--- src/rtl/seven_seg_scanner_if.sv ---
// Display-side bundle for the seven-segment scanner: digit/dp requests in,
// active-low anode/segment drive and the frame snapshot pulse out.
interface seven_seg_scanner_if #(
  parameter int NUM_DIGITS = 4
);
  logic                    enable;
  logic                    blank_lead;
  logic [4*NUM_DIGITS-1:0] digits_in;
  logic [NUM_DIGITS-1:0]   dp_in;
  logic [NUM_DIGITS-1:0]   anode;
  logic [6:0]              seg;
  logic                    dp;
  logic                    frame_done;

  modport master (
    output enable, blank_lead, digits_in, dp_in,
    input  anode, seg, dp, frame_done
  );

  modport slave (
    input  enable, blank_lead, digits_in, dp_in,
    output anode, seg, dp, frame_done
  );
endinterface

--- src/rtl/seven_seg_scanner.sv ---
// Time-multiplexed common-anode seven-segment driver. Digits are snapshotted
// once per scan frame so a frame never mixes old and new counter values.
module seven_seg_scanner #(
  parameter int NUM_DIGITS  = 4,
  parameter int REFRESH_DIV = 100000
) (
  input logic                 clk,
  input logic                 rst,
  seven_seg_scanner_if.slave  bus
);
  localparam int IW = $clog2(NUM_DIGITS);
  localparam int PW = $clog2(REFRESH_DIV);

  logic [PW-1:0]                r_presc;
  logic [IW-1:0]                r_idx;
  logic [NUM_DIGITS-1:0][3:0]   r_snap;
  logic [NUM_DIGITS-1:0]        r_snapDp;
  logic                         r_primed;
  logic                         r_loaded;
  logic [NUM_DIGITS-1:0]        r_anode;
  logic [6:0]                   r_seg;
  logic                         r_dp;
  logic                         r_frameDone;

  logic                         w_tick;
  logic                         w_lastIdx;
  logic                         w_load;
  logic [3:0]                   w_digit;
  logic [6:0]                   w_segDec;
  logic                         w_upperZero;
  logic                         w_blank;
  logic [NUM_DIGITS-1:0]        w_sel;

  assign w_tick    = (r_presc == PW'(REFRESH_DIV - 1));
  assign w_lastIdx = (r_idx == IW'(NUM_DIGITS - 1));
  assign w_load    = !r_primed || (w_tick && w_lastIdx);
  assign w_digit   = r_snap[r_idx];
  assign w_sel     = {{(NUM_DIGITS-1){1'b0}}, 1'b1} << r_idx;

  // Segment decode ({g,f,e,d,c,b,a}, active low) and leading-zero detection
  // over the current digit and everything more significant than it.
  always_comb begin
    w_segDec    = 7'b0111111;
    w_upperZero = 1'b1;
    case (w_digit)
      4'd0: w_segDec = 7'b1000000;
      4'd1: w_segDec = 7'b1111001;
      4'd2: w_segDec = 7'b0100100;
      4'd3: w_segDec = 7'b0110000;
      4'd4: w_segDec = 7'b0011001;
      4'd5: w_segDec = 7'b0010010;
      4'd6: w_segDec = 7'b0000010;
      4'd7: w_segDec = 7'b1111000;
      4'd8: w_segDec = 7'b0000000;
      4'd9: w_segDec = 7'b0010000;
      default: w_segDec = 7'b0111111;
    endcase
    for (int i = 0; i < NUM_DIGITS; i++) begin
      if (i >= int'(r_idx) && r_snap[i] != 4'd0) begin
        w_upperZero = 1'b0;
      end
    end
    w_blank = bus.blank_lead && w_upperZero && (r_idx != '0);
  end

  // The prescaler holds during the priming cycle so digit 0's window starts
  // together with the first registered display of the fresh snapshot; the
  // frame_done flag is delayed a stage to line up with that display too.
  always_ff @(posedge clk) begin
    if (rst) begin
      r_presc     <= '0;
      r_idx       <= '0;
      r_snap      <= '0;
      r_snapDp    <= '0;
      r_primed    <= 1'b0;
      r_loaded    <= 1'b0;
      r_anode     <= '1;
      r_seg       <= '1;
      r_dp        <= 1'b1;
      r_frameDone <= 1'b0;
    end else begin
      r_primed <= 1'b1;
      if (r_primed) begin
        r_presc <= w_tick ? '0 : r_presc + 1'b1;
        if (w_tick) begin
          r_idx <= w_lastIdx ? '0 : r_idx + 1'b1;
        end
      end
      if (w_load) begin
        r_snap   <= bus.digits_in;
        r_snapDp <= bus.dp_in;
      end
      r_loaded    <= w_load;
      r_frameDone <= r_loaded;
      r_anode     <= (bus.enable && r_primed) ? ~w_sel : '1;
      r_seg       <= (w_blank || !r_primed) ? 7'b1111111 : w_segDec;
      r_dp        <= (w_blank || !r_primed) ? 1'b1 : ~r_snapDp[r_idx];
    end
  end

  assign bus.anode      = r_anode;
  assign bus.seg        = r_seg;
  assign bus.dp         = r_dp;
  assign bus.frame_done = r_frameDone;
endmodule

--- src/flat_wrapper.sv ---
// flat-port wrapper written by rule: the top's interface ports become plain ports
module seven_seg_scanner_flat 
#(
  parameter int NUM_DIGITS  = 4,
  parameter int REFRESH_DIV = 100000
)
  (clk, rst, bus_enable, bus_blank_lead, bus_digits_in, bus_dp_in, bus_anode, bus_seg, bus_dp, bus_frame_done);
  seven_seg_scanner_if #(.NUM_DIGITS(NUM_DIGITS)) bus_i ();
  input logic clk;
  input logic rst;
  input wire logic [$bits(bus_i.enable)-1:0] bus_enable;
  input wire logic [$bits(bus_i.blank_lead)-1:0] bus_blank_lead;
  input wire logic [$bits(bus_i.digits_in)-1:0] bus_digits_in;
  input wire logic [$bits(bus_i.dp_in)-1:0] bus_dp_in;
  output wire logic [$bits(bus_i.anode)-1:0] bus_anode;
  output wire logic [$bits(bus_i.seg)-1:0] bus_seg;
  output wire logic [$bits(bus_i.dp)-1:0] bus_dp;
  output wire logic [$bits(bus_i.frame_done)-1:0] bus_frame_done;
  assign bus_i.enable = bus_enable;
  assign bus_i.blank_lead = bus_blank_lead;
  assign bus_i.digits_in = bus_digits_in;
  assign bus_i.dp_in = bus_dp_in;
  assign bus_anode = bus_i.anode;
  assign bus_seg = bus_i.seg;
  assign bus_dp = bus_i.dp;
  assign bus_frame_done = bus_i.frame_done;
  seven_seg_scanner #(.NUM_DIGITS(NUM_DIGITS), .REFRESH_DIV(REFRESH_DIV)) u_core (.clk(clk), .rst(rst), .bus(bus_i));
endmodule
--- config.mk ---
export PLATFORM = sky130hd
export DESIGN_NAME = seven_seg_scanner_flat
export DESIGN_NICKNAME = d
export VERILOG_FILES = /design/src/rtl/seven_seg_scanner_if.sv /design/src/rtl/seven_seg_scanner.sv /design/src/flat_wrapper.sv
export SDC_FILE = /design/constraint.sdc
export NUM_CORES = 1
export LEC_CHECK = 0
export BUFFER_PORTS_ARGS = -buffer_cell sky130_fd_sc_hd__buf_2
export CAP_MARGIN = 20
export CORE_MARGIN = 5
export CORE_UTILIZATION = 55
export CTS_BUF_LIST = sky130_fd_sc_hd__clkbuf_4 sky130_fd_sc_hd__clkbuf_8
export CTS_CLUSTER_DIAMETER = 200
export DETAILED_ROUTE_END_ITERATION = 6
export PLACE_DENSITY = 0.74
export SLEW_MARGIN = 30
export SYNTH_ARGS = -nofsm -noshare
export SYNTH_HDL_FRONTEND = slang
export SYNTH_SLANG_ARGS = --single-unit
--- constraint.sdc ---
create_clock -name clk -period 3.8 [get_ports clk]
set_input_delay 0.76 -clock clk [delete_from_list [all_inputs] [get_ports clk]]
set_output_delay 0.76 -clock clk [all_outputs]
set_load 0.02 [all_outputs]
==> flow_summary.ini <==
[outcome]
run_status = completed

[finish]
nets = 338
final_cell_mix = dfxtp_1 (54), nand2_1 (51), buf_2 (36)
synthToLayoutAreaGrowth_pct = 11.1
antennaDiodeCount = 0
post-route-util = 0.634
layout.cells.non_filler = 355
seqCellArea_um2 = 1080
mostFrequentLayoutCell = dfxtp_1
fillers = 384
drive_gt1_frac = 0.185
multi_input_area_um2 = 1320

[timing]
rsz0062_at_grt = no
skew_ps = 4.49
final_hold_viol_count = 0
min_period_over_period = 0.596
max_slew.worst_pin.slew_ps = 662
slew_viol_final = 0
worst_slack_ps = 1530
setup_viol = 0
relSlewSlack = 0.559
max_freq_mhz = 441
post-route-min-period_ps = 2270
fin_tns_setup_ps = 0

[synth]
synth.top_cell.area_share = 0.432
synth_flop_cell = dfxtp_1
synth-compound-area-share = 0.0561
synth.area.top_cells = dfxtp_1 (43%), mux2i_1 (8.0%), nand2_1 (7.7%)
synth_area_per_cell_um2 = 9.26
syn_area_um2 = 2500
synthMuxAreaShare = 0.134
synth_top_family_by_area = simple AND/OR/NAND/NOR gates
syn_inst = 270
synth_top_area_cell = dfxtp_1
synthesis.nets = 305
synth_xor_area_frac = 0.0490
yosys.area_share.adder = 0.0551
synth_edf_count = 0
yosysWarnings = 0
async_flop_share = 0
synthSimpleGateAreaFrac = 0.230
yosys_register_bits = 54
seq_area_frac_synth = 0.432
synth.distinct_cells = 39

[min_path]
min-delay-start = u_core.r_loaded
hold_end = u_core.bus.frame_done
min_path_type = reg2reg
min_path_cells = 1

[cts]
clockBufferDepth = 2
cts_tree = yes
cts_resized = 0
cts_made_buffers = 5
clk_pin_slew_ps = 90
cts_root_buf = clkbuf_8
cts.sinks = 54
postCtsSetupRepairBufs = 0
htree_levels = 2
ctsHoldBuffers = 0
clock_latency_ps = 300

[routing]
wl_per_cell_um = 13.2
wl_met2_um = 2100
route.met3.wl_um = 241
viasPerCell = 5.39
ant_nets = 0
drc = 0
highest_layer = met4
dr.pass1.iters = 4
first_iter_violations = 152
vias = 1914
wl_met1_um = 2280
finalWirelength_um = 4690

[power]
swShare = 0.240
p_int_uw = 778
p_clk_frac = 0.306
comb_power_share = 0.104
switching_power_uw = 245
p_seq_frac = 0.590
ir_worst_vdd_v = 0.000211
p_leak_uw = 0.00111
p_per_area_nw_per_um2 = 368

[setup_path]
worst_r2r_path_depth = 7
crit_path_end_kind = flop
crit_top_cell = inv_1
timing.rr.end = u_core.bus.seg[5]
worst_path_largest_cell_delay_ps = 670
path_buf_inv = 2
cp.arrival_ps = 2460
slowest_stage = mux4_2
cpLargestDelayFamily = multiplexers
start_kind = flop
worstPathRequired_ps = 3990
r2r_start = u_core.r_idx[0]
crit_fanout = 11
rrSetupSlack_ps = 1530
worst-setup-path-type = reg2reg
crit_chain = mux4_2 > inv_1 > ha_1 > inv_1 > mux2_2 > o22ai_1 > nand2_1

[die]
io-pin-count = 37
dieArea_um2 = 5990
coreArea_um2 = 4380
num_rows = 24
die_w_um = 77.4
die_y_um = 77.4
initial_core_util = 0.570

[global_routing]
grt.overflow.total = 0
grt_pass1_vias = 1815
grt_usage = 0.166
antenna_found_initial = 0
grt_max_degree = 27
grt_pass1_wl_um = 8280

[placement]
dp_hpwl_um = 3390
post-place-ws_ps = 1580
place_inst = 348
io_buffers = 36
place.gp.congestion = 0.805

[job]
max_cap_violations = 0
-- metrics by stage --
step	hold WS, ps	area, um^2	power (uW)
3_5_place_dp	434	2690	723
6_report	448	2780	1020
5_1_grt	467	2780	1070
4_1_cts	457	2780	1030
3_3_place_gp	421	2690	720
2_1_floorplan	414	2500	689
-- cell usage after synthesis, drive strengths merged, types with 3 or more instances --
library cell,instances
dfxtp,54
and3,3
inv,9
xor2,5
ha,11
nor2b,3
clkbuf,7
o21ai,8
nand2,51
nor4,7
mux4,5
nand2b,3
nand3,7
a21oi,9
and2,3
mux2i,20
nand4,9
nor2,20
buf,5
xnor2,9
-- sequential cells by signal, indices dropped and copies added (netlist names) --
signal                 count
u_core.bus.dp              1
u_core.bus.seg             7
u_core.r_idx               2
u_core.r_snap             16
u_core.r_presc            17
u_core.bus.frame_done      1
u_core.bus.anode           4
u_core.r_loaded            1
u_core.r_snapDp            4
u_core.r_primed            1
-- cell families after synthesis --
kind of cell    count (synthesis)
mux                            27
compound gates                 24
fa+ha+maj                      11
xor+xnor                       14
buf+inv                        22
flops                          54
simple gates                  118
-- layer usage --
layer,track usage,up-vias
li1,-,996
met1,0.223,868
met2,0.262,43
met3,0.0394,7
met4,0.0550,0
met5,0,-
-- worst max path at each step --
stage / start / to / cells past startpoint
global placement: rst / u_core.r_presc[2] / 4
global route: u_core.r_idx[0] / u_core.bus.seg[5] / 7
CTS: u_core.r_idx[0] / u_core.bus.seg[5] / 7
finish: u_core.r_idx[0] / u_core.bus.seg[5] / 7
floorplan: u_core.r_idx[0] / u_core.bus.seg[4] / 8
detailed placement: u_core.r_idx[0] / u_core.bus.seg[4] / 7
-- cell type report --
type	count	area share
Sequential cell	54	0.389
Tap cell	52	0.0234
Clock buffer	7	0.0302
Timing Repair Buffer	38	0.0703
Multi-Input combinational cell	194	0.473
Inverter	10	0.0135
-- power by group through the flow --
stage          Combinational [uW]  Clock [uW]  Sequential (uW)
6_report                      107         313              604
5_1_grt                       120         346              607
4_1_cts                       107         324              603
3_5_place_dp                  106           0              617
3_3_place_gp                  104           0              616
2_1_floorplan                69.5           0              620
Power figures use the tool's default switching activity.
